### config.mk
export PLATFORM = sky130hd
export DESIGN_NAME = plab5_mcore_mem_resp_cmsg_unpack_queue
export DESIGN_NICKNAME = d
export VERILOG_FILES = /design/src/rtl/plab5_mcore_mem_resp_cmsg_unpack_queue.sv
export SDC_FILE = /design/constraint.sdc
export NUM_CORES = 1
export LEC_CHECK = 0
export BUFFER_PORTS_ARGS = -buffer_cell sky130_fd_sc_hd__buf_2
export CAP_MARGIN = 20
export CORE_UTILIZATION = 50
export CTS_CLUSTER_DIAMETER = 40
export DETAILED_ROUTE_END_ITERATION = 8
export GPL_TIMING_DRIVEN = 0
export MAX_ROUTING_LAYER = met4
export PLACE_DENSITY_LB_ADDON = 0.05
export SLEW_MARGIN = 20
export SYNTH_ARGS = -nofsm -noshare
export SYNTH_HDL_FRONTEND = slang
export SYNTH_SLANG_ARGS = --single-unit
### constraint.sdc
create_clock -name clk -period 2.2 [get_ports clk]
set_input_delay 0.44 -clock clk [delete_from_list [all_inputs] [get_ports clk]]
set_output_delay 0.44 -clock clk [all_outputs]
set_load 0.1 [all_outputs]
### src/rtl/plab5_mcore_mem_resp_cmsg_unpack_queue.sv
// -----------------------------------------------------------------------------
// plab5_mcore_mem_resp_cmsg_unpack_queue
//
// A two-entry FIFO for packed memory-response control messages. Each entry
// holds the packed message and the security domain it arrived with. The
// head entry is unpacked combinationally into its type, opaque and len fields.
//
// There is no bypass path. A message enqueued in cycle N first appears at the
// dequeue side in cycle N+1. enq_rdy depends only on the queue's occupancy and
// on reset. It never depends on deq_rdy, so a full queue refuses a new entry
// even in a cycle where the head is being dequeued.
//
// Ports
//   clk         in   clock; all state updates on the rising edge
//   reset       in   synchronous active-high reset
//   enq_val     in   packed message valid
//   enq_rdy     out  queue can accept (count != 2 and not in reset)
//   enq_msg     in   packed message: {type[2:0], opaque[o-1:0], len[l-1:0]}
//   enq_domain  in   security domain of the enqueued message
//   deq_val     out  head entry valid (count != 0)
//   deq_rdy     in   consumer accepts head
//   deq_type    out  unpacked type of head (0 when deq_val = 0)
//   deq_opaque  out  unpacked opaque of head (0 when deq_val = 0)
//   deq_len     out  unpacked len of head (0 when deq_val = 0)
//   deq_domain  out  stored domain of head (0 when deq_val = 0)
//   count       out  number of occupied entries, 0..2
// -----------------------------------------------------------------------------
module plab5_mcore_mem_resp_cmsg_unpack_queue #(
  parameter  int p_opaque_nbits = 8,
  parameter  int p_data_nbits   = 32,
  localparam int c_len_nbits    = $clog2(p_data_nbits / 8),
  localparam int c_msg_nbits    = 3 + p_opaque_nbits + c_len_nbits
) (
  input  logic                      clk,
  input  logic                      reset,

  input  logic                      enq_val,
  output logic                      enq_rdy,
  input  logic [c_msg_nbits-1:0]    enq_msg,
  input  logic                      enq_domain,

  output logic                      deq_val,
  input  logic                      deq_rdy,
  output logic [2:0]                deq_type,
  output logic [p_opaque_nbits-1:0] deq_opaque,
  output logic [c_len_nbits-1:0]    deq_len,
  output logic                      deq_domain,

  output logic [1:0]                count
);

  // Bit positions of the packed fields inside a message.
  localparam int c_opaque_lsb = c_len_nbits;
  localparam int c_type_lsb   = c_len_nbits + p_opaque_nbits;

  // Entry storage and pointers. Each pointer is one bit because the queue
  // depth is 2, so toggling a pointer advances it modulo 2.
  logic [c_msg_nbits-1:0] msg_q [2];
  logic                   dom_q [2];
  logic                   head_q;
  logic                   tail_q;
  logic [1:0]             count_q;

  logic                   enq_fire;
  logic                   deq_fire;
  logic [c_msg_nbits-1:0] head_msg;

  assign enq_rdy  = (count_q != 2'd2) && !reset;
  assign deq_val  = (count_q != 2'd0);
  assign enq_fire = enq_val && enq_rdy;
  assign deq_fire = deq_val && deq_rdy;
  assign count    = count_q;

  // Control state: pointers and occupancy.
  // NOTE: sequential state uses non-blocking assignments so every register
  // samples the values from before the clock edge, whatever the statement order.
  always_ff @(posedge clk) begin
    if (reset) begin
      head_q  <= 1'b0;
      tail_q  <= 1'b0;
      count_q <= 2'd0;
    end else begin
      if (enq_fire) tail_q <= ~tail_q;
      if (deq_fire) head_q <= ~head_q;
      // Enqueue and dequeue in the same cycle cancel out. Enqueue is refused
      // when the queue is full, and dequeue needs deq_val, so count stays in
      // the range 0..2.
      case ({enq_fire, deq_fire})
        2'b10:   count_q <= count_q + 2'd1;
        2'b01:   count_q <= count_q - 2'd1;
        default: count_q <= count_q;
      endcase
    end
  end

  // Payload storage.
  // NOTE: payload registers have no reset. Clearing the pointers and count
  // already makes every entry invalid, and the outputs are masked while the
  // queue is empty.
  always_ff @(posedge clk) begin
    if (enq_fire) begin
      msg_q[tail_q] <= enq_msg;
      dom_q[tail_q] <= enq_domain;
    end
  end

  // Unpack the head entry. All fields read zero while the queue is empty, so
  // stale or never-written contents are never exposed.
  // NOTE: every output gets a default at the top of the block, so no branch
  // can leave one unassigned and infer a latch.
  always_comb begin
    head_msg   = '0;
    deq_type   = '0;
    deq_opaque = '0;
    deq_len    = '0;
    deq_domain = 1'b0;
    if (deq_val) begin
      head_msg   = msg_q[head_q];
      deq_type   = head_msg[c_msg_nbits-1:c_type_lsb];
      deq_opaque = head_msg[c_type_lsb-1:c_opaque_lsb];
      deq_len    = head_msg[c_len_nbits-1:0];
      deq_domain = dom_q[head_q];
    end
  end

endmodule

==> results of run 1 <==
## worst max path at each step
stage | startpoint | end | slack (ns) | cells past startpoint
2_1_floorplan | count[0] | dom_q[1] | 0.006 | 3
3_3_place_gp | reset | msg_q[0][3] | 0.21 | 3
3_5_place_dp | reset | msg_q[0][3] | 0.19 | 3
4_1_cts | count[1] | deq_val | 0.01 | 4
5_1_grt | flip-flop | deq_opaque[0] | -0.03 | 5
6_report | flip-flop | deq_opaque[5] | 0.08 | 5
## per-stage QoR
| step | hold WS (ns) | util (%) | setup TNS (ns) | setup WS [ns] |
|---|---|---|---|---|
| finish | 0.293 | 72.6 | 0 | 0.0784 |
| detailed placement | 0.499 | 68.7 | 0 | 0.187 |
| floorplan | 0.472 | - | 0 | 0.00598 |
| global placement | 0.488 | 68.7 | 0 | 0.207 |
| CTS | 0.274 | 71.4 | 0 | 0.0139 |
| global route | 0.270 | 72.6 | -0.106 | -0.0266 |
## final cells by class
| cell class | count | area, µm² |
|---|---|---|
| fillers | 178 | 636 |
| well taps | 28 | 35.0 |
| plain buffers | 3 | 23.8 |
| multi-input cells | 48 | 409 |
| repair buffers | 35 | 198 |
| clock buffers | 8 | 58.8 |
| flip-flops and latches | 33 | 943 |
| inverters | 3 | 15.0 |
## cell families after synthesis
| family | count (synthesis) | synth area share, % |
|---|---|---|
| muxes | 14 | 10.9 |
| xor gates and xnor gates | 3 | 2.05 |
| buffers and inverters | 6 | 2.25 |
| and+or+nand+nor | 25 | 8.31 |
| AOI/OAI and AO/OA | 5 | 1.95 |
| adders and majority gates | 1 | 0.977 |
| DFF | 33 | 73.5 |
## Yosys cell counts
cell type / count / area share (%)
dfxtp_1: 5 / 7.8
xnor2_1: 1 / 0.68
buf_2: 2 / 0.78
inv_1: 3 / 0.88
nor2b_1: 1 / 0.49
nor2_1: 20 / 5.9
mux2i_1: 14 / 11
o21ai_0: 3 / 1.2
xor2_1: 2 / 1.4
buf_4: 1 / 0.59
or3_1: 3 / 1.5
ha_1: 1 / 0.98
and3_1: 1 / 0.49
edfxtp_1: 28 / 66
a21oi_1: 2 / 0.78
## layer usage
layer	routed length, µm	vias to the layer above	share of wire [%]	track usage [%]
li1	-	398	-	-
met1	890	354	43	19.5
met2	1000	26	49	27.6
met3	130	4	6.3	8.70
met4	30	0	1.5	7.89
met5	0	-	0	-
## sequential cells by signal (all words and copies together), names as in the netlist, named ones only
register  flops
msg_q        26
count         2
dom_q         2
head_q        1
tail_q        1
## timing repair
action | CTS | global route
setup buffers | 0 | 0
resized for setup | 1 | 10
pin swaps | 0 | 0
endpoints found under the setup margin | 10 | 10
hold buffers | 0 | 0
endpoints found under the hold margin | 0 | 0
==> results.ini, run 1 <==
[run_status]
status=complete, no violations

[timing]
slew-limit-headroom_pct=50.0
rsz0062_at_grt=yes
finalMaxSlewViolations=0
tightest_slew_ns=0.749
skew_ns=0.00524
setup_viol=0
fmax_mhz=471
period_needed_ns=2.12
fin_crit_sh_pct=96.4
finalHoldViolations=0

[critical_path]
crit_fanout=10
worstSetupPathType=flip-flop to output pin
crit_chain=buf_2 > buf_4 > mux2i_1 > nor2_4 > clkbuf_4
cp_slowest_cell=mux2i_1
cp-start-kind=flip-flop
reg2reg_to=msg_q[0][3]
worstReg2RegStart=count[1]
cp.required_ns=1.76
path_buf_inv=3
rrSetupSlack_ns=0.32
r2r_cells=3
slowest_delay_ns=0.32
arrival_ns=1.68
critical_path.top_delay_family=buffers and inverters
worst_setup_path_end_kind=output pin

[worst_hold_path]
holdPathEnd=msg_q[0][0]
min_path_type=primary input to flip-flop
hold_start=enq_msg[0]
hold-path-cell-count=1

[floorplanning]
rows=17
die_area_mm2=0.00277
fp.dieW_um=52.6
initial_utilization_pct=55.2
ios=36
die_h_um=52.6
coreArea_mm2=0.00232

[cts]
numCtsBuffers=5
clockBufferDepth=2
cts.root.buffer_cell=clkbuf_4
cts_tree=yes
h-tree-depth=2
insertion_delay_ns=0.32
path_clk_slew_ns=0.09
cts.sinks=33

[drt]
ant_nets=0
routed_wirelength_mm=2.05
avgViaCountPerCell=4.95
num_vias=782
first_pass_iters=3
drcViolationCount=0
drt_iter0_markers=10
wl_per_cell_um=13.0

[synthesis]
synth_area_per_cell_um2=14.7
netlist_instances=87
synth_seq_cells=33
synth.net_count=106
yosysWarnings=0
yosysSeqAreaShare_pct=73.5
yosysUniqueCellTypes=15
syn_area_mm2=0.00128

[final_layout]
final_cell_area_mm2=0.00168
area.growth.synth_to_final_pct=31.5
final_cell_mix=28 x edfxtp_1, 27 x buf_2, 14 x mux2i_1, 14 x clkbuf_4, 11 x nor2_4
nets=148
layout-drive-gt1-share_pct=50.0
final_common_cell=edfxtp_1
diodes=0
final_cells=158

[global_routing]
grt_max_degree=15
grt_overflow_total=0
grt_pass1_vias=737
grt_pass1_wl_mm=3.16
track_usage_pct=17.9
grt_antenna_before_repair=0

[place]
place.gp.congestion=0.734
place_area_mm2=0.00159
dp_cells=150
dpl.hpwl_mm=1.39
port-buffer-count=35

[job]
drv_cap=0

Power of run 1 is left out: the tool's default activity adds up to more than one toggle a clock period on the data nets, which glitch-free logic cannot reach.
==> run 2, diff against run 1 <==
--- a/config.mk
+++ b/config.mk
@@ -10,7 +10,6 @@
 export CORE_UTILIZATION = 50
 export CTS_CLUSTER_DIAMETER = 40
 export DETAILED_ROUTE_END_ITERATION = 8
-export GPL_TIMING_DRIVEN = 0
 export MAX_ROUTING_LAYER = met4
 export PLACE_DENSITY_LB_ADDON = 0.05
 export SLEW_MARGIN = 20
==> results.ini, run 2 (same netlist as run 1, synthesis figures left out) <==
[floorplanning]
rows=17  ; unchanged
ios=36  ; unchanged
die_area_mm2=0.00277  ; unchanged
initial_utilization_pct=55.2  ; unchanged
coreArea_mm2=0.00232  ; unchanged
fp.dieW_um=52.6  ; unchanged
die_h_um=52.6  ; unchanged

[final_layout]
fillers=168  ; -5.6%
multi_input_area_um2=409  ; unchanged
nets=153  ; +3.4%
area.growth.synth_to_final_pct=31.5  ; unchanged
final_common_cell=buf_2
register_area_um2=943  ; unchanged
layout-drive-gt1-share_pct=51.5  ; +1.5 points
regMostFlops=msg_q
largest_register_ffs=26  ; unchanged
diodes=0  ; unchanged
final_cell_mix=35 x buf_2, 28 x edfxtp_1, 14 x mux2i_1

[place]
dpl.hpwl_mm=1.51  ; +8.9%
port-buffer-count=35  ; unchanged
place.gp.congestion=0.689  ; -6.1%

[drt]
drt_iter0_markers=7  ; -3
avgViaCountPerCell=5.09  ; +2.8%
num_vias=824  ; +5.4%
ant_nets=0  ; unchanged
drcViolationCount=0  ; unchanged
routed_wirelength_mm=2.15  ; +4.7%
first_pass_iters=4  ; +1
wl_per_cell_um=13.3  ; +2.1%

[critical_path]
cp.required_ns=1.76  ; about the same
worstSetupPathType=flip-flop to output pin
worst_setup_path_end_kind=output pin
arrival_ns=1.59  ; -0.09 ns
cp-start-kind=flip-flop
crit_fanout=14  ; +4
rrSetupSlack_ns=0.25  ; -0.07 ns

[cts]
clockBufferDepth=2  ; unchanged
cts.sinks=33  ; unchanged
cts.root.buffer_cell=clkbuf_4
path_clk_slew_ns=0.09  ; about the same
cts_tree=yes
insertion_delay_ns=0.33  ; about the same
numCtsBuffers=5  ; unchanged
h-tree-depth=2  ; unchanged

[global_routing]
grt_pass1_vias=812  ; +10%
grt_util_met3_pct=9.57  ; +0.87 points
grt_antenna_before_repair=0  ; unchanged
track_usage_pct=20.9  ; +3.0 points
grt_util_met2_pct=33.1  ; +5.5 points
grt_overflow_total=0  ; unchanged
top_usage_layer=met2
grt_pass1_wl_mm=3.61  ; +14%
grt_max_degree=15  ; unchanged
global_route.usage.met1_pct=21.0  ; +1.5 points

[timing]
fin_crit_sh_pct=92.4  ; -4.0 points
tightest_slew_ns=0.487  ; -0.262 ns
finalHoldViolations=0  ; unchanged
finalMaxSlewViolations=0  ; unchanged
skew_ns=0.0113  ; +0.00606 ns
fmax_mhz=492  ; +4.4%
slew-limit-headroom_pct=67.7  ; +18 points
rsz0062_at_grt=no
period_needed_ns=2.03  ; -0.0889 ns
setup_viol=0  ; unchanged
final.setup.tns_ns=0  ; unchanged

[run_status]
status=complete, no violations

[worst_hold_path]
min_path_type=primary input to flip-flop

[job]
drv_cap=0  ; unchanged

==> run 2: final cells by class <==
type | instances | area share, %
Clock inverter | 1 | 0.223
Multi-Input combinational cell | 48 | 24.3
Clock buffer | 6 | 2.45
Tap cell | 28 | 2.08
Sequential cell | 33 | 56.1
Timing Repair Buffer | 43 | 14.0
Inverter | 3 | 0.892
==> run 2: path summary, 6_finish.rpt <==
check | start | to | cells after the start
min reg2reg | head_q | head_q | 2
max reg2reg | count[1] | count[1] | 6
min | enq_domain | dom_q[1] | 1
max | flip-flop | deq_len[0] | 4
==> run 2: critical path, stage by stage (launching register included) <==
cell and delay [ns]:
dfxtp_1 0.32, buf_4 0.25, mux2i_1 0.16, nor2_4 0.10
buf_2 0.42
==> run 2: repair_timing <==
item,4_1_cts,5_1_grt
hold buffers,0,0
setup buffers,2,0
resized for setup,1,0
hold endpoints to repair,0,0
endpoints found under the setup margin,15,0
==> run 2: stage by stage <==
step / hold WS (ns) / worst slack (ns) / cells / instance area, µm² / utilization [%]
after floorplan: 0.472 / 0.00598 / 87 / 1380 / -
after global placement: 0.484 / -0.0122 / 153 / 1620 / 69.8
after detailed placement: 0.492 / -0.0293 / 153 / 1620 / 69.8
after CTS: 0.274 / 0.122 / 162 / 1680 / 72.6
after global routing: 0.265 / 0.0532 / 162 / 1680 / 72.6
final: 0.291 / 0.167 / 162 / 1680 / 72.6
==> run 2: per-layer routing <==
metal | vias up | share of wire, %
met1 | 379 | 39
met5 | - | 0
met4 | 0 | 2.1
met3 | 8 | 7.2
li1 | 404 | -
met2 | 33 | 52
Power of run 2 is left out for the same reason.
